<file path="src/rtl/calc_core_n.sv">
// Keypad calculator core: decimal entry of two signed WIDTH-bit operands, add/sub/mul/restoring divide.
// Build option: define CALC_SATURATE_EN to clamp out-of-range results instead of wrapping them.
module calc_core_n #(
   parameter int WIDTH      = 16,
   parameter int MAX_DIGITS = 5
) (
   input  logic                    clk,
   input  logic                    RST,
   input  logic [3:0]              keypad_input,
   input  logic                    read_input,
   input  logic [3:0]              operator_input,
   input  logic                    equal_input,
   input  logic                    clear_input,
   output logic signed [WIDTH-1:0] display_output,
   output logic                    complete,
   output logic                    busy,
   output logic                    overflow,
   output logic                    error
);

   localparam int W2  = 2 * WIDTH;
   localparam int CW  = $clog2(MAX_DIGITS + 1);
   localparam int DCW = $clog2(WIDTH);

   localparam logic [CW-1:0]    MAX_CNT  = CW'(MAX_DIGITS);
   localparam logic [CW-1:0]    CNT_ONE  = CW'(1);
   localparam logic [DCW-1:0]   DIV_LAST = DCW'(WIDTH - 1);
   localparam logic [DCW-1:0]   DIV_ONE  = DCW'(1);
   localparam logic [WIDTH-1:0] MAX_W    = {1'b0, {(WIDTH-1){1'b1}}};
   localparam logic [WIDTH-1:0] ONE_W    = {{(WIDTH-1){1'b0}}, 1'b1};
   localparam logic [W2-1:0]    ONE_2W   = {{(W2-1){1'b0}}, 1'b1};
`ifdef CALC_SATURATE_EN
   localparam logic [WIDTH-1:0] MIN_W    = {1'b1, {(WIDTH-1){1'b0}}};
`endif

   typedef enum logic [2:0] {
      ENTER_A = 3'd0,
      ENTER_B = 3'd1,
      EXEC    = 3'd2,
      DIV_RUN = 3'd3,
      FIXUP   = 3'd4,
      COMMIT  = 3'd5,
      DONE    = 3'd6
   } state_t;

   state_t           state_r;
   logic [WIDTH-1:0] a_r;
   logic [WIDTH-1:0] b_r;
   logic [3:0]       op_r;
   logic [CW-1:0]    count_r;
   logic             read_q_r;
   logic             equal_q_r;
   logic             op_q_r;
   logic [W2-1:0]    wide_r;
   logic [WIDTH-1:0] dvd_r;
   logic [WIDTH-1:0] dvs_r;
   logic [WIDTH-1:0] rem_r;
   logic [DCW-1:0]   div_cnt_r;
   logic             q_neg_r;

   logic             read_edge_s;
   logic             equal_edge_s;
   logic             op_edge_s;
   logic             op_valid_s;
   logic [WIDTH-1:0] acc_cur_s;
   logic [WIDTH+4:0] acc_ext_s;
   logic [WIDTH+4:0] acc_next_s;
   logic             digit_ok_s;
   logic [W2-1:0]    a_ext_s;
   logic [W2-1:0]    b_ext_s;
   logic [WIDTH:0]   rem_shift_s;
   logic [WIDTH:0]   diff_s;
   logic             q_bit_s;
   logic [WIDTH-1:0] rem_next_s;
   logic [WIDTH:0]   hi_s;
   logic             ovf_s;
   logic [WIDTH-1:0] commit_s;

   function automatic logic [WIDTH-1:0] mag(input logic [WIDTH-1:0] x);
      if (x[WIDTH-1]) begin
         mag = (~x) + ONE_W;
      end else begin
         mag = x;
      end
   endfunction

   function automatic logic [W2-1:0] apply_sign(input logic neg, input logic [WIDTH-1:0] m);
      logic [W2-1:0] ext;
      ext = {{WIDTH{1'b0}}, m};
      if (neg) begin
         apply_sign = (~ext) + ONE_2W;
      end else begin
         apply_sign = ext;
      end
   endfunction

   // Strobe edges, operator legality and the candidate accumulator value for a digit press
   always_comb begin
      read_edge_s  = read_input & ~read_q_r;
      equal_edge_s = equal_input & ~equal_q_r;
      op_edge_s    = (|operator_input) & ~op_q_r;
      case (operator_input)
         4'b0001, 4'b0010, 4'b0100, 4'b1000: op_valid_s = 1'b1;
         default:                            op_valid_s = 1'b0;
      endcase
      acc_cur_s  = (state_r == ENTER_B) ? b_r : a_r;
      acc_ext_s  = {5'b00000, acc_cur_s};
      acc_next_s = (acc_ext_s << 3'd3) + (acc_ext_s << 3'd1) + {{(WIDTH+1){1'b0}}, keypad_input};
      digit_ok_s = (keypad_input <= 4'd9) && (count_r != MAX_CNT) && (acc_next_s <= {5'b00000, MAX_W});
   end

   // Operand sign extension and one restoring-division step on magnitudes
   always_comb begin
      a_ext_s     = {{WIDTH{a_r[WIDTH-1]}}, a_r};
      b_ext_s     = {{WIDTH{b_r[WIDTH-1]}}, b_r};
      rem_shift_s = {rem_r, dvd_r[WIDTH-1]};
      diff_s      = rem_shift_s - {1'b0, dvs_r};
      q_bit_s     = ~diff_s[WIDTH];
      rem_next_s  = q_bit_s ? diff_s[WIDTH-1:0] : rem_shift_s[WIDTH-1:0];
   end

   // Range check of the double-width result: in range only if the top WIDTH+1 bits agree
   always_comb begin
      hi_s  = wide_r[W2-1:WIDTH-1];
      ovf_s = ~((&hi_s) | ~(|hi_s));
`ifdef CALC_SATURATE_EN
      if (ovf_s) begin
         commit_s = wide_r[W2-1] ? MIN_W : MAX_W;
      end else begin
         commit_s = wide_r[WIDTH-1:0];
      end
`else
      commit_s = wide_r[WIDTH-1:0];
`endif
   end

   // Main controller: entry, execution, divide sequencing and registered outputs
   always_ff @(posedge clk or posedge RST) begin
      if (RST) begin
         state_r        <= ENTER_A;
         a_r            <= '0;
         b_r            <= '0;
         op_r           <= 4'b0000;
         count_r        <= '0;
         read_q_r       <= 1'b0;
         equal_q_r      <= 1'b0;
         op_q_r         <= 1'b0;
         wide_r         <= '0;
         dvd_r          <= '0;
         dvs_r          <= '0;
         rem_r          <= '0;
         div_cnt_r      <= '0;
         q_neg_r        <= 1'b0;
         display_output <= '0;
         complete       <= 1'b0;
         busy           <= 1'b0;
         overflow       <= 1'b0;
         error          <= 1'b0;
      end else begin
         read_q_r  <= read_input;
         equal_q_r <= equal_input;
         op_q_r    <= |operator_input;
         if (clear_input) begin
            state_r        <= ENTER_A;
            a_r            <= '0;
            b_r            <= '0;
            op_r           <= 4'b0000;
            count_r        <= '0;
            wide_r         <= '0;
            dvd_r          <= '0;
            dvs_r          <= '0;
            rem_r          <= '0;
            div_cnt_r      <= '0;
            q_neg_r        <= 1'b0;
            display_output <= '0;
            complete       <= 1'b0;
            busy           <= 1'b0;
            overflow       <= 1'b0;
            error          <= 1'b0;
         end else begin
            case (state_r)
               ENTER_A, ENTER_B: begin
                  if (equal_edge_s) begin
                     if (state_r == ENTER_B) begin
                        state_r <= EXEC;
                        busy    <= 1'b1;
                     end else begin
                        display_output <= a_r;
                        complete       <= 1'b1;
                        state_r        <= DONE;
                     end
                  end else if (op_edge_s) begin
                     if (op_valid_s) begin
                        op_r <= operator_input;
                        if (state_r == ENTER_A) begin
                           b_r            <= '0;
                           count_r        <= '0;
                           display_output <= '0;
                           state_r        <= ENTER_B;
                        end
                     end
                  end else if (read_edge_s && digit_ok_s) begin
                     if (state_r == ENTER_B) begin
                        b_r <= acc_next_s[WIDTH-1:0];
                     end else begin
                        a_r <= acc_next_s[WIDTH-1:0];
                     end
                     count_r        <= count_r + CNT_ONE;
                     display_output <= acc_next_s[WIDTH-1:0];
                  end
               end
               EXEC: begin
                  case (op_r)
                     4'b0001: begin
                        wide_r  <= a_ext_s + b_ext_s;
                        state_r <= COMMIT;
                        busy    <= 1'b0;
                     end
                     4'b0010: begin
                        wide_r  <= a_ext_s - b_ext_s;
                        state_r <= COMMIT;
                        busy    <= 1'b0;
                     end
                     4'b0100: begin
                        wide_r  <= a_ext_s * b_ext_s;
                        state_r <= COMMIT;
                        busy    <= 1'b0;
                     end
                     4'b1000: begin
                        if (b_r == '0) begin
                           error          <= 1'b1;
                           display_output <= '0;
                           complete       <= 1'b1;
                           busy           <= 1'b0;
                           state_r        <= DONE;
                        end else begin
                           dvd_r     <= mag(a_r);
                           dvs_r     <= mag(b_r);
                           rem_r     <= '0;
                           div_cnt_r <= '0;
                           q_neg_r   <= a_r[WIDTH-1] ^ b_r[WIDTH-1];
                           state_r   <= DIV_RUN;
                        end
                     end
                     default: begin
                        wide_r  <= a_ext_s;
                        state_r <= COMMIT;
                        busy    <= 1'b0;
                     end
                  endcase
               end
               DIV_RUN: begin
                  // dvd_r doubles as the quotient: dividend bits shift out, quotient bits shift in
                  rem_r     <= rem_next_s;
                  dvd_r     <= {dvd_r[WIDTH-2:0], q_bit_s};
                  div_cnt_r <= div_cnt_r + DIV_ONE;
                  if (div_cnt_r == DIV_LAST) begin
                     state_r <= FIXUP;
                     busy    <= 1'b0;
                  end
               end
               FIXUP: begin
                  wide_r  <= apply_sign(q_neg_r, dvd_r);
                  state_r <= COMMIT;
               end
               COMMIT: begin
                  display_output <= commit_s;
                  overflow       <= ovf_s;
                  complete       <= 1'b1;
                  state_r        <= DONE;
               end
               DONE: begin
                  if (equal_edge_s) begin
                     state_r <= DONE;
                  end else if (op_edge_s) begin
                     if (op_valid_s) begin
                        a_r            <= display_output;
                        op_r           <= operator_input;
                        b_r            <= '0;
                        count_r        <= '0;
                        display_output <= '0;
                        complete       <= 1'b0;
                        overflow       <= 1'b0;
                        error          <= 1'b0;
                        state_r        <= ENTER_B;
                     end
                  end else if (read_edge_s && (keypad_input <= 4'd9)) begin
                     a_r            <= {{(WIDTH-4){1'b0}}, keypad_input};
                     b_r            <= '0;
                     count_r        <= CNT_ONE;
                     display_output <= {{(WIDTH-4){1'b0}}, keypad_input};
                     complete       <= 1'b0;
                     overflow       <= 1'b0;
                     error          <= 1'b0;
                     state_r        <= ENTER_A;
                  end
               end
               default: begin
                  state_r <= ENTER_A;
                  busy    <= 1'b0;
               end
            endcase
         end
      end
   end

endmodule

</file>
<file path="config.mk">
export PLATFORM = sky130hd
export DESIGN_NAME = calc_core_n
export DESIGN_NICKNAME = d
export VERILOG_FILES = /design/src/rtl/calc_core_n.sv
export SDC_FILE = /design/constraint.sdc
export NUM_CORES = 1
export LEC_CHECK = 0
export ABC_AREA = 1
export CAP_MARGIN = 20
export CORE_UTILIZATION = 40
export DETAILED_ROUTE_END_ITERATION = 6
export GPL_TIMING_DRIVEN = 0
export SYNTH_ARGS = -nofsm -noshare
export SYNTH_HDL_FRONTEND = slang
export SYNTH_SLANG_ARGS = --single-unit
</file>
<file path="constraint.sdc">
create_clock -name clk -period 9.1 [get_ports clk]
set_input_delay 1.365 -clock clk [delete_from_list [all_inputs] [get_ports clk]]
set_output_delay 1.365 -clock clk [all_outputs]
set_load 0.03 [all_outputs]
</file>
==> flow_metrics.py, run 1 <==
metrics = {
    "synthesis": {
        "netlist.area_leader.share_pct": 22.8,
        "synth-edff-count": 0,
        "yosys_warnings": 0,
        "ys_seq_area_share_pct": 16.0,
        "syn_area_mm2": 0.0235,
        "yosysMostFrequentCell": "nand2_1",
        "synth_area_per_cell_um2": 6.99,
        "synth.area.top_cells": "fa_1 23%, dfrtp_1 16%, nand2_1 14%",
        "yosys.area.top_type": "fa_1",
        "syn-num-nets": 3806,
        "ys_async_sr_fraction_pct": 100,
        "synth_top_flop_cell": "dfrtp_1",
        "synth_commonest_cells": "858 x nand2_1, 687 x inv_1, 267 x fa_1",
        "ys_ff_latch": 150,
        "synth.distinct_cells": 60,
        "synthCells": 3357,
    },
    "pwr": {
        "totalPowerFinal_mw": 7.16,
        "p_int_mw": 2.85,
        "switching_power_mw": 4.31,
        "clkPwrFrac_pct": 9.8,
        "power_density_mw_per_mm2": 282,
        "p_leak_nw": 13.9,
        "p_comb_share_pct": 76.0,
        "switching_share_pct": 60.2,
        "max-vdd-ir-drop_mv": 0.183,
        "sequentialPowerShare_pct": 14.2,
    },
    "route": {
        "wl_per_cell_um": 20.2,
        "via_count": 22400,
        "ant_nets": 0,
        "drtIter0Drc": 2347,
        "drc": 0,
        "drt-vias-per-instance": 5.35,
        "drt_first_pass_iters": 6,
        "wl_um": 84700,
    },
    "floorplan": {
        "io_pins": 33,
        "core_area_mm2": 0.0578,
        "die_h_um": 244,
        "die_width_um": 244,
        "dieArea_mm2": 0.0597,
        "initial_core_util_pct": 40.6,
        "rows": 88,
    },
    "global_routing": {
        "grt_max_degree": 97,
        "grt_overflow": 0,
        "grt_usage_pct": 28.8,
        "grt_pass1_wl_um": 129000,
        "antenna_found_initial": 2,
        "grt_pass1_vias": 21300,
    },
    "critical_path": {
        "crit_arrival_ps": 8720,
        "cp-end-kind": "flip-flop",
        "critPathKind": "flip-flop to flip-flop",
        "cp-start-kind": "flip-flop",
        "crit_fanout": 10,
        "crit-reg2reg-launch": "a_r[15]",
        "crit_path_start": "a_r[15]",
        "required_ps": 9470,
    },
    "worst_hold_path": {
        "hp-class": "flip-flop to flip-flop",
        "hold_start": "busy",
    },
    "cts": {
        "cts_buffers": 17,
        "clock_path_buffers": 2,
        "cts_setup_buffers": 0,
        "cts_root_buf": "clkbuf_16",
        "cts_resized": 0,
        "cts_sinks": 150,
        "hold_buffers": 0,
        "cts_tree": "done",
        "clk_pin_slew_worst_paths_ps": 70,
        "clk_latency_ps": 490,
        "htree_levels": 4,
    },
    "timing": {
        "hold_viol": 0,
        "rsz0062_at_grt": "no",
        "finalCritPeriodShare_pct": 91.8,
        "fin_tns_setup_ps": 0,
        "finalWorstSetupSlack_ps": 742,
        "fin_skew_ps": 13.4,
        "relSlewSlack_pct": 25.4,
        "tightest_slew_ps": 1120,
        "maxSlewViolCount": 0,
        "fin_crit_ps": 8360,
        "max_freq_ghz": 0.120,
        "finalSetupViolCount": 0,
    },
    "place": {
        "place_area_mm2": 0.0248,
        "dpl.cell_count": 4155,
        "dp_hpwl_um": 69400,
        "place.gp.congestion": 1.00,
        "dpl_worst_slack_ps": 1000,
        "io_buffers": 32,
    },
    "job": {
        "maxCapViolCount": 0,
    },
    "cells_and_area": {
        "fin_area_mm2": 0.0254,
        "fin_cells": 4189,
        "num-nets-final": 3858,
        "syn2layout_area_growth_pct": 8.02,
        "drive_gt1_share_pct": 3.62,
    },
    "outcome": {
        "outcome": "complete, no violations",
    },
}
==> placed cells by master (no fill, tap or decap), types with 6 or more instances in the layout <==
master,netlist,routed
inv_1,687,686
nor2_4,6,6
ha_1,169,169
dfrtp_1,150,150
nand4_1,51,51
or2_2,12,12
o21ai_0,211,211
clkbuf_1,78,78
nor2_1,197,197
buf_1,27,27
o21ai_1,24,24
inv_6,0,8
a21oi_1,155,155
xor2_1,35,35
buf_2,25,25
nand3_1,171,171
o22ai_1,33,33
inv_2,12,12
clkdlybuf4s50_1,0,32
xnor2_1,17,17
nor3_1,50,50
nor4_1,9,9
o211ai_1,13,13
nand2_1,858,858
o2111ai_1,7,7
a31oi_1,9,9
fa_1,267,267
clkbuf_16,0,17
buf_4,6,6
o21bai_1,12,12
==> worst paths after layout <==
kind / end / slack (ps) / cells past startpoint
worst max-delay path: wide_r[23] / 740 / 24
max in group asynchronous: wide_r[30] / 6910 / 3
min in group asynchronous: read_q_r / 1290 / 2
worst max register to register: wide_r[23] / 740 / 24
worst min-delay path: busy / 510 / 2
worst min register to register: busy / 510 / 2
==> power by group through the flow <==
stage	Clock, mW	Combinational, mW	Sequential, mW
5_1_grt	0.738	5.97	1.03
3_3_place_gp	0	5.29	1.02
3_5_place_dp	0	5.27	1.02
6_report	0.701	5.44	1.01
2_1_floorplan	0	3.51	1.01
4_1_cts	0.717	5.31	1.01
==> stage by stage <==
step	utilization (%)	hold WS, ps
after floorplan	-	449
after global placement	42.8	476
after detailed placement	42.9	487
after CTS	43.9	503
after global routing	43.9	512
final	43.9	506
==> area by class of cell <==
cell class / count / area, µm²
fillers: 6177 / 32400
multi-input cells: 2367 / 16500
flip-flops and latches: 150 / 3750
inverters: 700 / 2630
well taps: 765 / 957
plain buffers: 140 / 603
clock buffers: 19 / 453
repair buffers: 33 / 348
clock inverters: 13 / 115
diodes: 2 / 5.00
==> flip-flops by register name (all words and copies together) (netlist names), 3 cells and up <==
signal          count
dvs_r              16
rem_r              16
count_r             3
div_cnt_r           4
a_r                16
state_r             3
dvd_r              16
wide_r             32
display_output     16
b_r                16
op_r                4
==> metal layers <==
| metal | routed length, µm | GRT usage, % |
|---|---|---|
| met2 | 36800 | 43.2 |
| met3 | 7330 | 4.93 |
| met1 | 37500 | 41.1 |
| met5 | 0 | 0 |
| met4 | 3050 | 10.9 |
==> cells by family after synthesis <==
group | Yosys count | share of synthesized area [%]
compound gates | 501 | 11.9
xor+xnor | 52 | 1.94
fa+ha+maj | 436 | 31.8
buf+inv | 840 | 13.8
flops | 150 | 16.0
simple gates | 1378 | 24.6
==> worst max-delay path, stage by stage, from the launching register on <==
cell      delay [ps]
dfrtp_1          720
clkbuf_1         460
clkbuf_1         650
buf_1            500
nand2_1          200
inv_1            170
fa_1             600
fa_1             940
fa_1             530
fa_1             500
fa_1             490
inv_1             40
fa_1             470
inv_1             60
ha_1             390
a21oi_1          280
o21ai_0          220
a21oi_1          270
nand3_1          140
xor2_1           160
nor2_1            60
o21ai_0          170
nand2_1           70
nand2_1           70
nand2_1           50
Power figures use the tool's default switching activity.
==> inputs of run 2 (changes only) <==
--- a/config.mk
+++ b/config.mk
@@ -7,6 +7,7 @@
 export LEC_CHECK = 0
 export ABC_AREA = 1
 export CAP_MARGIN = 20
+export CORE_ASPECT_RATIO = 0.9
 export CORE_UTILIZATION = 40
 export DETAILED_ROUTE_END_ITERATION = 6
 export GPL_TIMING_DRIVEN = 0
==> run 2 against run 1 <==
  * The run now ends with DRC left
  * Maximum frequency grew 1.4%
  * Global-route usage is 0.75 points higher
  * Critical path depth rose by 1
  * Register-to-register slack better by 110 ps
  * Final area rose by 0.28%
  * Critical path type unchanged
  * Critical endpoint is now wide_r[13]
  * Highest routed layer is now met5
==> flow_metrics.py, run 2 (synthesis gave the netlist of run 1 again) <==
metrics = {
    "outcome": {
        "outcome": "finished, violations left",
        "violations": "DRC",
    },
    "cts": {
        "cts_root_buf": "clkbuf_16",
        "cts_setup_buffers": 0,
        "clk_latency_ps": 460,
        "hold_buffers": 0,
        "cts_sinks": 150,
        "cts_buffers": 17,
        "htree_levels": 4,
        "clock_path_buffers": 2,
        "cts_resized": 0,
        "cts_tree": "done",
        "clk_pin_slew_worst_paths_ps": 70,
    },
    "cells_and_area": {
        "layout_common_cells": "858 x nand2_1, 686 x inv_1, 267 x fa_1, 211 x o21ai_0, 197 x nor2_1",
        "syn2layout_area_growth_pct": 8.32,
        "largest_register": "wide_r",
        "drive_gt1_share_pct": 3.59,
        "insertedDiodeCount": 0,
        "num-nets-final": 3858,
        "mostFrequentLayoutCell": "nand2_1",
        "largest_reg_flops": 32,
    },
    "pwr": {
        "power_density_mw_per_mm2": 289,
        "totalPowerFinal_mw": 7.34,
        "max-vdd-ir-drop_mv": 0.136,
        "p_leak_nw": 13.9,
    },
    "timing": {
        "maxSlewViolCount": 0,
        "relSlewSlack_pct": 22.5,
        "fin_tns_setup_ps": 0,
        "hold_viol": 0,
        "rsz0062_at_grt": "no",
        "max_freq_ghz": 0.121,
        "tightest_slew_ps": 1160,
        "finalCritPeriodShare_pct": 90.6,
        "finalWorstSetupSlack_ps": 857,
        "fin_skew_ps": 15.1,
        "fin_crit_ps": 8240,
        "finalSetupViolCount": 0,
    },
    "floorplan": {
        "die_width_um": 257,
        "initial_core_util_pct": 40.8,
        "io_pins": 33,
        "die_h_um": 232,
        "rows": 83,
        "core_area_mm2": 0.0575,
        "dieArea_mm2": 0.0597,
    },
    "route": {
        "wl_per_cell_um": 20.7,
        "drt-vias-per-instance": 5.37,
        "via_count": 22500,
        "drc": 2,
        "ant_nets": 0,
        "drtIter0Drc": 2439,
        "drt_first_pass_iters": 7,
        "wl_um": 86500,
    },
    "job": {
        "maxCapViolCount": 0,
    },
    "global_routing": {
        "grt_pass1_vias": 21300,
        "grt_max_degree": 115,
        "grt_usage_pct": 29.5,
        "antenna_found_initial": 2,
        "grt_overflow": 0,
        "grt_pass1_wl_um": 132000,
    },
    "worst_hold_path": {
        "whs_endpoint": "busy",
        "hp-class": "flip-flop to flip-flop",
        "hold_start": "busy",
        "hold_depth": 2,
    },
    "place": {
        "dpl_worst_slack_ps": 1040,
        "io_buffers": 32,
        "place.gp.congestion": 1.02,
        "dp_hpwl_um": 70300,
    },
    "critical_path": {
        "crit-reg2reg-capture": "wide_r[13]",
        "crit-reg2reg-launch": "a_r[11]",
        "cp-end-kind": "flip-flop",
        "required_ps": 9500,
        "cp-start-kind": "flip-flop",
        "crit_arrival_ps": 8640,
        "crit_fanout": 10,
        "critPathKind": "flip-flop to flip-flop",
        "ff2ff_path_depth": 25,
        "r2r_slack_ps": 860,
    },
}
run 2: worst max path at each step:
stage                            end  cells after the start  startpoint
final                     wide_r[13]                     25     a_r[11]
after CTS                 wide_r[23]                     24     a_r[15]
after floorplan           wide_r[23]                     26     a_r[15]
after detailed placement  wide_r[23]                     24     a_r[15]
after global routing      wide_r[31]                     26     a_r[15]
after global placement    wide_r[31]                     26     a_r[15]
run 2: area by class of cell:
cell class | instances | area [µm²]
inverters | 700 | 2640
clock inverters | 14 | 213
repair buffers | 33 | 348
fillers | 6157 | 32100
multi-input cells | 2367 | 16500
clock buffers | 18 | 429
plain buffers | 140 | 603
well taps | 765 | 957
flip-flops and latches | 150 | 3750
run 2: through the flow:
stage / utilization, % / hold WS, ps / std cells / area, µm²
after floorplan: - / 449 / 3357 / 23500
after global placement: 43.0 / 479 / 4154 / 24800
after detailed placement: 43.1 / 480 / 4155 / 24800
after CTS: 44.2 / 499 / 4187 / 25400
after global routing: 44.2 / 531 / 4187 / 25400
final: 44.2 / 495 / 4187 / 25400
run 2: critical path, cell delays in order, from the launching register on:
cell and delay, ps:
dfrtp_1 600, clkbuf_1 890, clkbuf_1 670, nand2_1 180, fa_1 540, fa_1 520
fa_1 510, inv_1 50, fa_1 510, fa_1 540, inv_1 60, fa_1 540
inv_1 90, ha_1 410, nand2_1 160, inv_1 80, a21oi_1 240, nand2_1 170
nand2_1 90, nand2_1 50, o21ai_0 600, nand3b_1 350, nand2_1 110, nand2_1 70
nand2_1 50, nand2_1 50
run 2: report_power, final:
group          internal [mW]  switching, mW
sequential             0.836          0.171
clock                  0.446          0.348
combinational           1.65           3.89
run 2: metal layers:
layer / up-vias / global-route usage [%] / share of wire, %
met5: - / 0 / 0.046
met3: 117 / 7.38 / 10
met2: 998 / 41.6 / 41
li1: 10500 / - / -
met1: 10800 / 44.4 / 47
met4: 4 / 7.53 / 2.4
